===== src/rtl/row_line_buffer_pkg.sv =====
// Shared defaults and FSM encoding for the row line buffer.
package row_line_buffer_pkg;
  localparam int BIT_DEPTH_DEF  = 8;
  localparam int IMG_WIDTH_DEF  = 28;
  localparam int IMG_HEIGHT_DEF = 28;

  typedef enum logic {
    FILL   = 1'b0,
    STREAM = 1'b1
  } state_t;
endpackage


===== src/rtl/row_line_buffer_line_ram.sv =====
// Single-port line RAM: synchronous write, combinational read.
// A write and a read at the same address in one cycle return the old word.
module line_ram #(
  parameter int DEPTH = 28,
  parameter int WIDTH = 8
) (
  input  logic                     clk,
  input  logic                     we,
  input  logic [$clog2(DEPTH)-1:0] addr,
  input  logic [WIDTH-1:0]         wdata,
  output logic [WIDTH-1:0]         rdata
);
  logic [WIDTH-1:0] mem [DEPTH];

  always_ff @(posedge clk) begin
    if (we) mem[addr] <= wdata;
  end

  assign rdata = mem[addr];
endmodule


===== src/rtl/row_line_buffer.sv =====
// Raster-stream line buffer: emits three vertically aligned pixels per
// accepted pixel once two full rows of the frame have been stored.
module row_line_buffer
  import row_line_buffer_pkg::*;
#(
  parameter int BIT_DEPTH  = BIT_DEPTH_DEF,
  parameter int IMG_WIDTH  = IMG_WIDTH_DEF,
  parameter int IMG_HEIGHT = IMG_HEIGHT_DEF
) (
  input  logic                          clk,
  input  logic                          rst,
  input  logic                          pix_valid,
  input  logic [BIT_DEPTH-1:0]          pix_in,
  output logic                          out_valid,
  output logic [BIT_DEPTH-1:0]          row1,
  output logic [BIT_DEPTH-1:0]          row2,
  output logic [BIT_DEPTH-1:0]          row3,
  output logic                          win_valid,
  output logic [$clog2(IMG_WIDTH)-1:0]  col_idx,
  output logic [$clog2(IMG_HEIGHT)-1:0] row_idx,
  output logic                          frame_done
);
  localparam int CW = $clog2(IMG_WIDTH);
  localparam int RW = $clog2(IMG_HEIGHT);

  logic [CW-1:0]        c;
  logic [RW-1:0]        r;
  state_t               state;
  logic [BIT_DEPTH-1:0] old_q;
  logic [BIT_DEPTH-1:0] new_q;
  logic                 last_col;
  logic                 last_row;

  assign last_col = (c == CW'(IMG_WIDTH - 1));
  assign last_row = (r == RW'(IMG_HEIGHT - 1));

  // The newer row shifts into the older RAM as the incoming pixel replaces it.
  line_ram #(.DEPTH(IMG_WIDTH), .WIDTH(BIT_DEPTH)) u_lb_old (
    .clk   (clk),
    .we    (pix_valid),
    .addr  (c),
    .wdata (new_q),
    .rdata (old_q)
  );

  line_ram #(.DEPTH(IMG_WIDTH), .WIDTH(BIT_DEPTH)) u_lb_new (
    .clk   (clk),
    .we    (pix_valid),
    .addr  (c),
    .wdata (pix_in),
    .rdata (new_q)
  );

  always_ff @(posedge clk or posedge rst) begin
    if (rst) begin
      c          <= '0;
      r          <= '0;
      state      <= FILL;
      out_valid  <= 1'b0;
      win_valid  <= 1'b0;
      frame_done <= 1'b0;
      row1       <= '0;
      row2       <= '0;
      row3       <= '0;
      col_idx    <= '0;
      row_idx    <= '0;
    end else begin
      out_valid  <= 1'b0;
      win_valid  <= 1'b0;
      frame_done <= 1'b0;
      if (pix_valid) begin
        row1       <= old_q;
        row2       <= new_q;
        row3       <= pix_in;
        col_idx    <= c;
        row_idx    <= r;
        out_valid  <= (state == STREAM);
        win_valid  <= (state == STREAM) && (c >= CW'(2));
        frame_done <= last_col && last_row;

        if (last_col) begin
          c <= '0;
          r <= last_row ? '0 : r + RW'(1);
        end else begin
          c <= c + CW'(1);
        end

        case (state)
          FILL:    if (last_col && r == RW'(1)) state <= STREAM;
          STREAM:  if (last_col && last_row)    state <= FILL;
          default: state <= FILL;
        endcase
      end
    end
  end
endmodule

===== config.mk =====
export PLATFORM = sky130hd
export DESIGN_NAME = row_line_buffer
export DESIGN_NICKNAME = d
export VERILOG_FILES = /design/src/rtl/row_line_buffer_pkg.sv /design/src/rtl/row_line_buffer_line_ram.sv /design/src/rtl/row_line_buffer.sv
export SDC_FILE = /design/constraint.sdc
export NUM_CORES = 1
export LEC_CHECK = 0
export BUFFER_PORTS_ARGS = -buffer_cell sky130_fd_sc_hd__buf_4
export CAP_MARGIN = 15
export CORE_ASPECT_RATIO = 1.2
export CORE_UTILIZATION = 45
export DETAILED_ROUTE_END_ITERATION = 10
export HOLD_SLACK_MARGIN = 0.03
export PLACE_DENSITY = 0.58
export SLEW_MARGIN = 30
export SYNTH_ARGS = -nofsm -noshare
export SYNTH_HDL_FRONTEND = slang
export SYNTH_SLANG_ARGS = --single-unit

===== constraint.sdc =====
create_clock -name clk -period 4.3 [get_ports clk]
set_input_delay 1.075 -clock clk [delete_from_list [all_inputs] [get_ports clk]]
set_output_delay 1.075 -clock clk [all_outputs]
set_load 0.02 [all_outputs]

* Word level (Yosys, flattened, before mapping)
Memories as Yosys holds them, arrays and structs flattened. A register that Yosys moved wholly into a read port is not among the register bits.
Index checks and enable logic that the tools add are counted.
** Cells by class
- $add $sub $neg :: 2
- Order comparisons :: 1
- Eq/ne operators :: 3
- Multiplexer cells :: 10
- Bitwise logic cells :: 1
- Reduce and logical (&&, ||, !) cells :: 4
** Operators by type and width (count)
- adder 5 x 1 -> 5 bit (second input constant) :: 2
- equality test 5 bit (second input constant) :: 2
- 2-to-1 mux 5 bit :: 2
- 2-to-1 mux 1 bit :: 7
- equality test 5 x 1 -> 1 bit (second input constant) :: 1
- greater-or-equal comparator 5 x 2 -> 1 bit (second input constant) :: 1
- logical AND 1 bit :: 3
- case mux 1 bit (2 select lines) :: 1
- AND reduction 2 bit :: 1
- NOT 1 bit :: 1
** Word-level totals
- Bits in registers :: 40
- Memory bits (writable) :: 448
- Input bits :: 11
- Output and inout port bits :: 37
- Memories kept :: 2
** Memory list
- u_lb_new.mem :: depth 28, bits a word 8, rd ports 1, clocked after memory_dff 0, write ports 1, RTL line row_line_buffer_line_ram.sv:13 : logic [WIDTH-1:0] mem [DEPTH];
- u_lb_old.mem :: depth 28, bits a word 8, rd ports 1, clocked after memory_dff 1, write ports 1, RTL line row_line_buffer_line_ram.sv:13

* Depth between registers and ports, before layout
Gate-level depths: netlist (run 1).
- Depth in word-level cells :: 4
- Depth in mapped cells :: 8
- Gate-level depth less buffers :: 6

* Cells and area by module
Synthesis (run 1) repeated with hierarchy kept, for this count alone.
** Unflattened totals
- Cells, all modules :: 1046
- Area, all modules :: 19586.3 um^2
** By module, submodules not included
- line_ram :: times used 2, cells an instance 454, area an instance 8799.7 um^2, sequential area each 6726.5 um^2
- row_line_buffer :: times used 1, cells an instance 138, area an instance 1986.9 um^2, sequential area each 1201.2 um^2

* Worst setup path before layout (run 1)
Ideal clock, no wire load.
- Path type :: input-to-reg
- Start point :: input port pix_valid
- End point :: memory u_lb_new.mem[15][0] (enable)
- Arrival time :: 2575 ps
- Required time :: 3888 ps
- Path slack :: 1313 ps
- Cell stages on the path :: 3
- Path through :: buf_2 nand2_1 nor3_1
** On the way
- Longest elaborated chain between the ends :: 2
** RTL lines
- start: declaration :: RTL line row_line_buffer.sv:12 : input logic pix_valid,
- 2-to-1 mux 1 bit :: RTL line row_line_buffer_line_ram.sv:16 : if (we) mem[addr] <= wdata;
- 2-to-1 mux 1 bit (implied by the code) :: RTL line row_line_buffer_line_ram.sv:16
- end: declaration :: RTL line row_line_buffer_line_ram.sv:13
No other way between the ends.

==> results of run 1 <==
## critical path: cells and delay by family (launching register included)
kind,cells,cell delay (ns)
AO/OA/AOI/OAI,2,0.28
flip-flops,1,0.70
buffers and inverters,3,1.23
AND/OR/NAND/NOR,1,0.14
multiplexers,1,0.60
## state kept, by name, indices dropped and copies added, names as in the netlist, 8 cells and up
signal        count
row1              8
row3              8
row2              8
u_lb_old.mem    224
u_lb_new.mem    224
## worst paths after layout
path                       slack, ns  startpoint  cells past startpoint    endpoint
max in group asynchronous       2.97         rst                      3  col_idx[0]
hold reg to reg                 0.47       state                      1       state
min in group asynchronous       0.62         rst                      2        c[0]
setup / recovery                1.18        c[1]                      7     row1[5]
hold / removal                  0.47       state                      1       state
setup reg to reg                1.18        c[1]                      7     row1[5]
## cells in the mapped netlist, types with 6 or more instances
cell	instances	area, um2
buf_4	15	113
a31oi_1	16	100
clkbuf_1	15	56.3
buf_2	12	60.1
dfrtp_1	48	1200
mux2i_1	99	991
nor2b_1	7	43.8
nand3_1	13	65.1
a21oi_1	7	35.0
nor2_1	50	188
ha_1	6	75.1
and2_1	12	75.1
mux4_1	6	158
a22oi_1	17	128
mux4_2	54	1220
a22o_1	9	78.8
inv_1	8	30.0
mux2_2	27	304
buf_6	12	135
o22ai_1	22	138
o21ai_0	8	40.0
nand2_1	32	120
edfxtp_1	448	13500
## power by group
part | total [mW] | internal [mW] | switching, mW
combinational | 4.84 | 1.70 | 3.14
clock | 3.95 | 2.22 | 1.73
sequential | 7.02 | 6.63 | 0.387
## layout make-up
class                      instances  area [um2]  area share [%]
sequential                       496       14700            66.4
multi-input combinational        457        4410            20.0
clock buffer                      62        1280            5.80
timing repair buffer             104         818            3.71
tap                              552         691            3.13
clock inverter                    24         180           0.816
inverter                           8        31.3           0.142
## cell families after synthesis
logic type                 Yosys count  synth area share (%)
adders and majority gates            6                 0.386
xor gates and xnor gates             2                0.0902
and+or+nand+nor                    156                  4.39
buffers and inverters               63                  2.05
DFF                                496                  75.4
muxes                              186                  13.7
AOI/OAI and AO/OA                  107                  3.90
## metrics by stage
step                      power [mW]  area, um2
final                           15.8      22100
after global routing            16.4      22100
after CTS                       16.0      22100
after detailed placement        12.0      20600
after global placement          12.0      20600
after floorplan                 10.0      19400
## layer usage
metal	wire length [um]	vias up	share of wire [%]
met5	0	-	0
met3	2550	86	5.3
met1	20100	5210	41
li1	-	4300	-
met2	24400	336	50
met4	1420	0	2.9
==> implementation parameters, run 1 <==
Parameter                              Value

Run status
  Run status    complete, no violations

Floorplanning
  Total Die Area    0.0440 mm2
  Ports placed on the boundary    48
  Area of the core    about 0.043 mm2
  Starting Density    a little under half
  Overall die height    230 um
  Die extent in x    192 um
  Number of rows in the core area    83

Worst setup path
  Arrival time reported for the critical path endpoint    3.54 ns
  Worst setup path category    reg -> reg
  Library cell contributing the largest single delay on the critical path    dfrtp_4
  Most frequent cell on the critical path    buf_4
  Required arrival time at the worst endpoint    4.73 ns
  Kind of end point of the critical path    flop
  Element type at the critical path start    flop
  Critical-path maximum fanout    41
  Cell breakdown of the critical path    buf_12, buf_4, buf_4, mux4_2, nand2_1, a311o_1, a31oi_1
  Largest stage delay on the critical path    0.70 ns

STA
  Relative max-transition margin    approximately a third
  Period utilization    72.5%
  Fin. Hold Viols    0
  Post-route setup slack    1.18 ns
  Shortest period the worst path allows    3.12 ns
  Worst hold margin    0.474 ns
  Final count of negative-setup-slack endpoints    0
  Sum Neg Setup Slack    0 ns
  Unrepaired setup endpoints after global routing    no
  Upper clock frequency limit    321 MHz
  Max Slew Vio Count    0
  Transition at the pin with the smallest max-transition slack    roughly 0.97 ns
  Setup skew after layout    0.0176 ns

Routing
  Starting DRC count in detailed routing    just over 1000
  Number of antenna-violating nets in the routed design    0
  WL per Instance    28.4 um
  Number of vias per cell after detailed routing    5.83
  DRT Pass-1 Iters    5
  Post-detailed-routing wire length    48.4 mm
  Residual DRC    0
  Total via count after detailed routing    9932

Clocking
  Clock latency on the worst-skew pair    0.57 ns
  Number of buffers created by CTS    46
  Setup fix buffers added after clock tree synthesis    0
  Clock tree from TritonCTS    yes
  H-Tree Level Count    2
  Count of instances resized after the clock tree is built    0
  Post-CTS clock slew at the launch and capture registers of the worst setup and hold paths    approximately 0.060 ns
  Maximum number of buffers from clock root to sink    3
  Root Buffer    clkbuf_16
  Number of hold buffers added after cts    0
  Number of sinks driven by the clock tree    496

Finish
  Utilization after layout    51.7%
  Commonest non-fill, non-tap cell in the layout    edfxtp_1
  Number of nets in the layout    1130
  Post-layout instance count excluding filler cells    about 1700
  Ant diodes    0
  Number of fillers in the final layout    3400
  Layout overhead on the synthesized area    13.6%
  Highest-count cells in the layout ignoring fill and taps    edfxtp_1 (448), buf_4 (101), mux2i_1 (99)
  Proportion of layout cells with a drive suffix above 1    around a quarter

Min path
  Path class of the lowest-slack min-delay path    reg -> reg

Synth
  Fraction of synthesis flops using an asynchronous set or reset pin    approximately 9.7%
  Cell variety after synth    56
  Count of flip-flops with a built-in enable after synthesis    448
  Top FF cell, synth    edfxtp_1
  Mean area per synthesized cell    19.1 um2
  Synthesis warning total    0
  Netlist Area Pre-Place    between 0.015 and 0.02 mm2
  Post-synthesis cell count    about 1000
  Sequential-to-total area share from yosys stat    75.4%
  Flops & latches, synth    496
  Synthesized netlist net count    1033

Placement
  Final Wtd Congestion    0.796
  DP Worst Slack    1.02 ns
  Placed instance count    1617
  HPWL after detailed placement    30.2 mm
  Port Buffer Count    47

Pwr
  Peak supply drop    approximately 360 uV
  Leakage    7.51 nW
  Power density over the cells    716 mW/mm2

GRT
  GR peak layer    met2
  Antenna violations before repair    0
  Aggregate global-route resource usage    between 20% and 30%
  Met2 demand-to-capacity share in global routing    37.6%
  Total gr overflow    0
  Met1 layer usage reported by global route    approximately 30%
  Pin count of the biggest net entering global routing    42
  Global-route wire length before repair    roughly 70 mm
  Vias in the first global route    ~10000
  Met3 Resource Use GR    3.57%

Job
  Maxcap violations    0
(Power assumes the default switching activity.)
==> run 2: changes to the inputs <==
==> constraint.sdc (replaced) <==
create_clock -name clk -period 3 [get_ports clk]
set_input_delay 0.75 -clock clk [delete_from_list [all_inputs] [get_ports clk]]
set_output_delay 0.75 -clock clk [all_outputs]
set_load 0.02 [all_outputs]
==> run 2 against run 1 <==
Cell area increased by 2.3%. Utilization increased by 1.2 points. Sequential share of layout area decreased by 1.5 points.
==> implementation parameters, run 2 (synthesis results as in run 1) <==
Parameter                              Value

Finish
  Multi-input combinational cell area    0.00441 mm2
  Highest-count cells in the layout ignoring fill and taps    edfxtp_1 (448), buf_4 (133), mux2i_1 (99)
  Layout overhead on the synthesized area    16.3%
  Ant diodes    0
  Number of fillers in the final layout    3362
  Number of nets in the layout    1176
  Utilization after layout    52.9%
  Largest registers    u_lb_new.mem x224, u_lb_old.mem x224
  Proportion of layout cells with a drive suffix above 1    27.4%
  Post-layout instance count excluding filler cells    roughly 1700
  Seq. cell area    ~0.015 mm2
  Commonest non-fill, non-tap cell in the layout    edfxtp_1

Worst setup path
  Worst path buffer plus inverter count    2
  Cell breakdown of the critical path    buf_4, mux4_2, and2_0, a211oi_2, nand3_1, buf_4
  Number of cells traversed by the worst register-to-register path    6
  Kind of end point of the critical path    flop
  Largest stage delay on the critical path    0.63 ns
  Critical-path maximum fanout    28
  FF-to-FF End    u_lb_old.mem[26][0]
  Library cell contributing the largest single delay on the critical path    dfrtp_4
  Most frequent cell on the critical path    buf_4
  Arrival time reported for the critical path endpoint    2.96 ns
  Element type at the critical path start    flop
  Required arrival time at the worst endpoint    ~3.3 ns
  Worst setup path category    reg -> reg
  R2R setup slack    0.32 ns
  Cell type group with the largest total delay on the critical path    buffers and inverters
  Critical register-to-register path startpoint    c[0]

STA
  Period utilization    89.2%
  Setup skew after layout    approximately 0.028 ns
  Fin. Hold Viols    0
  Shortest period the worst path allows    approximately 2.7 ns
  Post-route setup slack    0.323 ns
  Max Slew Vio Count    0
  Sum Neg Setup Slack    0 ns
  Upper clock frequency limit    374 MHz
  Transition at the pin with the smallest max-transition slack    about 0.68 ns
  Relative max-transition margin    54.0%
  Unrepaired setup endpoints after global routing    no
  Final count of negative-setup-slack endpoints    0

Pwr
  Flop pwr share    43.5%
  Final total power    23.0 mW
  Peak supply drop    approximately 660 uV
  Sw power    roughly 7.4 mW
  Relative contribution of combinational cells to total power    a little under a third
  Fraction of power spent switching nets    32.4%
  Leakage    7.79 nW
  Clock power frac    25.2%
  Internal power component    about 16 mW
  Power density over the cells    1020 mW/mm2

Routing
  Number of antenna-violating nets in the routed design    0
  WL per Instance    28.0 um
  Residual DRC    0
  DRT Pass-1 Iters    5
  Number of vias per cell after detailed routing    5.77
  Starting DRC count in detailed routing    937
  Total via count after detailed routing    10100
  Post-detailed-routing wire length    49.0 mm

GRT
  Global-route wire length before repair    71.3 mm
  Met2 demand-to-capacity share in global routing    37.7%
  Aggregate global-route resource usage    between 20 and 25%
  GR peak layer    met2
  Total gr overflow    0
  Met1 layer usage reported by global route    31.4%
  Antenna violations before repair    1
  Pin count of the biggest net entering global routing    42
  Met3 Resource Use GR    4.41%
  Vias in the first global route    10200

Clocking
  Post-CTS clock slew at the launch and capture registers of the worst setup and hold paths    0.06 ns
  Setup fix buffers added after clock tree synthesis    0
  Number of hold buffers added after cts    0
  Clock latency on the worst-skew pair    0.58 ns
  H-Tree Level Count    2
  Count of instances resized after the clock tree is built    0
  Maximum number of buffers from clock root to sink    3
  Clock tree from TritonCTS    yes
  Number of sinks driven by the clock tree    between 400 and 500
  Number of buffers created by CTS    48
  Root Buffer    clkbuf_16

Run status
  Run status    complete, no violations

Floorplanning
  Overall die height    between 200 and 250 um
  Ports placed on the boundary    48
  Area of the core    around 0.043 mm2
  Total Die Area    ~0.044 mm2
  Die extent in x    192 um
  Starting Density    45.5%
  Number of rows in the core area    83

Placement
  DP Worst Slack    0.334 ns
  HPWL after detailed placement    roughly 32 mm
  Final Wtd Congestion    0.838
  Port Buffer Count    47
  Placed instance count    1661

Min path
  Path class of the lowest-slack min-delay path    in -> async

Job
  Maxcap violations    0
-- run 2: cell type report --
class | count | share of cell area, %
flip-flops and latches | 496 | 64.9
multi-input cells | 457 | 19.5
repair buffers | 148 | 5.75
clock buffers | 62 | 5.69
well taps | 552 | 3.06
clock inverters | 26 | 0.936
inverters | 8 | 0.133
-- run 2: stage by stage --
step	hold slack [ns]	area [um2]
floorplan	0.433	19400
global placement	0.453	21100
detailed placement	0.461	21100
CTS	0.265	22600
global route	0.286	22600
finish	0.269	22600
-- run 2: power groups by stage --
stage	combinational [mW]	sequential [mW]	clock, mW
2_1_floorplan	4.32	10.1	0
3_3_place_gp	7.15	10.1	0
3_5_place_dp	7.23	10.2	0
4_1_cts	7.23	10.0	5.90
5_1_grt	7.68	10.1	6.16
6_report	7.19	10.0	5.80
-- run 2: how the worst max path moves through the flow --
| stage | start | to | slack, ns | depth (start not counted) |
|---|---|---|---|---|
| floorplan | pix_valid | u_lb_new.mem[15][0] | 0.34 | 3 |
| global placement | c[0] | u_lb_old.mem[24][0] | 0.37 | 6 |
| detailed placement | c[0] | u_lb_old.mem[8][0] | 0.33 | 6 |
| CTS | c[0] | u_lb_old.mem[26][0] | 0.30 | 6 |
| global route | c[0] | u_lb_old.mem[11][6] | 0.18 | 6 |
| finish | c[0] | u_lb_old.mem[26][0] | 0.32 | 6 |
-- run 2: per-layer routing --
| metal | up-vias | routed length [um] |
|---|---|---|
| met3 | 69 | 3330 |
| met1 | 5249 | 20300 |
| met4 | 2 | 1220 |
| met5 | - | 10 |
| li1 | 4392 | - |
| met2 | 375 | 24200 |
==> run 3: changes to the inputs <==
--- a/config.mk
+++ b/config.mk
@@ -12,6 +12,7 @@
 export DETAILED_ROUTE_END_ITERATION = 10
 export HOLD_SLACK_MARGIN = 0.03
 export PLACE_DENSITY = 0.58
+export REMOVE_ABC_BUFFERS = 1
 export SLEW_MARGIN = 30
 export SYNTH_ARGS = -nofsm -noshare
 export SYNTH_HDL_FRONTEND = slang
==> run 3 against run 2 <==
Combinational power rose by 6.0%. First-iteration DRC count shrank 6.8%. Critical path depth down 1. Sequential share of layout area fell by 1.2 points. Worst hold slack lost 0.064 ns. Sequential power is essentially flat. Largest power group unchanged. Global-route usage grew 0.064 points. Maximum frequency shrank 7.2%.
==> implementation parameters, run 3 (synthesis results as in run 1) <==
Parameter                              Value

Finish
  Largest registers    u_lb_new.mem x224, u_lb_old.mem x224
  Commonest non-fill, non-tap cell in the layout    edfxtp_1
  Post-layout instance count excluding filler cells    about 1800
  Layout overhead on the synthesized area    18.4%
  Ant diodes    0
  Number of nets in the layout    1187
  Proportion of layout cells with a drive suffix above 1    between 20% and 30%
  Summed area of non-filler cells in the final layout    between 0.02 and 0.025 mm2
  Highest-count cells in the layout ignoring fill and taps    edfxtp_1 (448), buf_4 (143), mux2i_1 (99)
  Number of fillers in the final layout    3302
  Utilization after layout    53.9%

Clocking
  Root Buffer    clkbuf_16
  Clock tree from TritonCTS    yes
  Setup fix buffers added after clock tree synthesis    0
  Clock latency on the worst-skew pair    0.57 ns
  Number of buffers created by CTS    49
  Count of instances resized after the clock tree is built    0
  Number of sinks driven by the clock tree    496
  Number of hold buffers added after cts    0
  H-Tree Level Count    2
  Maximum number of buffers from clock root to sink    3
  Post-CTS clock slew at the launch and capture registers of the worst setup and hold paths    0.06 ns

Worst setup path
  Worst setup path category    reg -> reg
  Arrival time reported for the critical path endpoint    3.15 ns
  Element type at the critical path start    flop
  Critical-path maximum fanout    28
  Required arrival time at the worst endpoint    ~3.3 ns
  Kind of end point of the critical path    flop

Floorplanning
  Ports placed on the boundary    48
  Area of the core    0.0427 mm2
  Starting Density    45.5%
  Overall die height    230 um
  Total Die Area    0.0440 mm2
  Die extent in x    192 um
  Number of rows in the core area    83

Placement
  Port Buffer Count    47
  DP Worst Slack    between 0.07 and 0.08 ns
  HPWL after detailed placement    between 30 and 40 mm
  Placed instance count    1671
  Placement Cell Area    0.0212 mm2
  Final Wtd Congestion    0.846

Routing
  Number of antenna-violating nets in the routed design    0
  Starting DRC count in detailed routing    just under 900
  WL per Instance    28.0 um
  Residual DRC    0
  Total via count after detailed routing    between 10000 and 15000
  DRT Pass-1 Iters    7
  Number of vias per cell after detailed routing    5.81
  Post-detailed-routing wire length    49.3 mm

Pwr
  Leakage    7.97 nW
  Power density over the cells    between 1000 and 1500 mW/mm2
  Peak supply drop    548 uV

Job
  Maxcap violations    0

GRT
  Met3 Resource Use GR    2.76%
  Aggregate global-route resource usage    23.1%
  Vias in the first global route    10400
  Met1 layer usage reported by global route    31.0%
  Antenna violations before repair    0
  Total gr overflow    0
  Global-route wire length before repair    72.2 mm
  GR peak layer    met2
  Met2 demand-to-capacity share in global routing    39.0%
  Pin count of the biggest net entering global routing    39

STA
  Setup skew after layout    0.0173 ns
  Transition at the pin with the smallest max-transition slack    slightly below 0.9 ns
  Shortest period the worst path allows    2.89 ns
  Max Slew Vio Count    0
  Relative max-transition margin    40.5%
  Unrepaired setup endpoints after global routing    no
  Final count of negative-setup-slack endpoints    0
  Post-route setup slack    0.114 ns
  Upper clock frequency limit    346 MHz
  Period utilization    between 90% and 100%
  Fin. Hold Viols    0
  Worst hold margin    0.205 ns

Min path
  Path class of the lowest-slack min-delay path    in -> async

Run status
  Run status    complete, no violations
[run 3: path summary, 6_finish.rpt]
kind                             from                  to  slack (ns)  cells past startpoint
worst max-delay path             c[0]  u_lb_old.mem[7][4]        0.11                      5
min in group clk                state               state        0.47                      1
worst min-delay path              rst             row3[4]        0.20                      2
worst max register to register   c[0]  u_lb_old.mem[7][4]        0.11                      5
worst min register to register  state               state        0.47                      1
max in group asynchronous         rst           win_valid        2.03                      3
[run 3: where the power goes]
part           internal (mW)  total (mW)  switching (mW)  leakage, nW
Combinational           3.03        7.62            4.59         2.48
Clock                   4.30        6.87            2.57        0.877
Sequential              9.49        10.0           0.525         4.62
Total                   16.8        24.5            7.69         7.97
[run 3: cell type report]
cell class              instances  area, um2  area share (%)
flip-flops and latches        496      14700            63.7
inverters                       8       30.0           0.131
multi-input cells             457       4430            19.3
clock inverters                35        556            2.42
clock buffers                  54       1250            5.46
well taps                     552        691            3.00
repair buffers                158       1370            5.97
[run 3: metrics by stage]
| step | TNS [ns] | power [mW] |
|---|---|---|
| 2_1_floorplan | -2243.17 | 13.7 |
| 3_3_place_gp | 0 | 17.8 |
| 3_5_place_dp | 0 | 17.8 |
| 4_1_cts | 0 | 24.7 |
| 5_1_grt | 0 | 25.4 |
| 6_report | 0 | 24.5 |
[run 3: worst max-delay path: stages (launching register included)]
cell and delay [ns]:
dfrtp_4 0.72, mux4_2 0.58, a22o_1 0.28, nor4b_2 0.57
nand2_1 0.14, buf_4 0.26
[run 3: metal layers]
| metal | wire [um] | vias to the layer above |
|---|---|---|
| met3 | 2680 | 88 |
| met2 | 25000 | 342 |
| met1 | 20100 | 5394 |
| met5 | 0 | - |
| li1 | - | 4405 |
| met4 | 1530 | 0 |
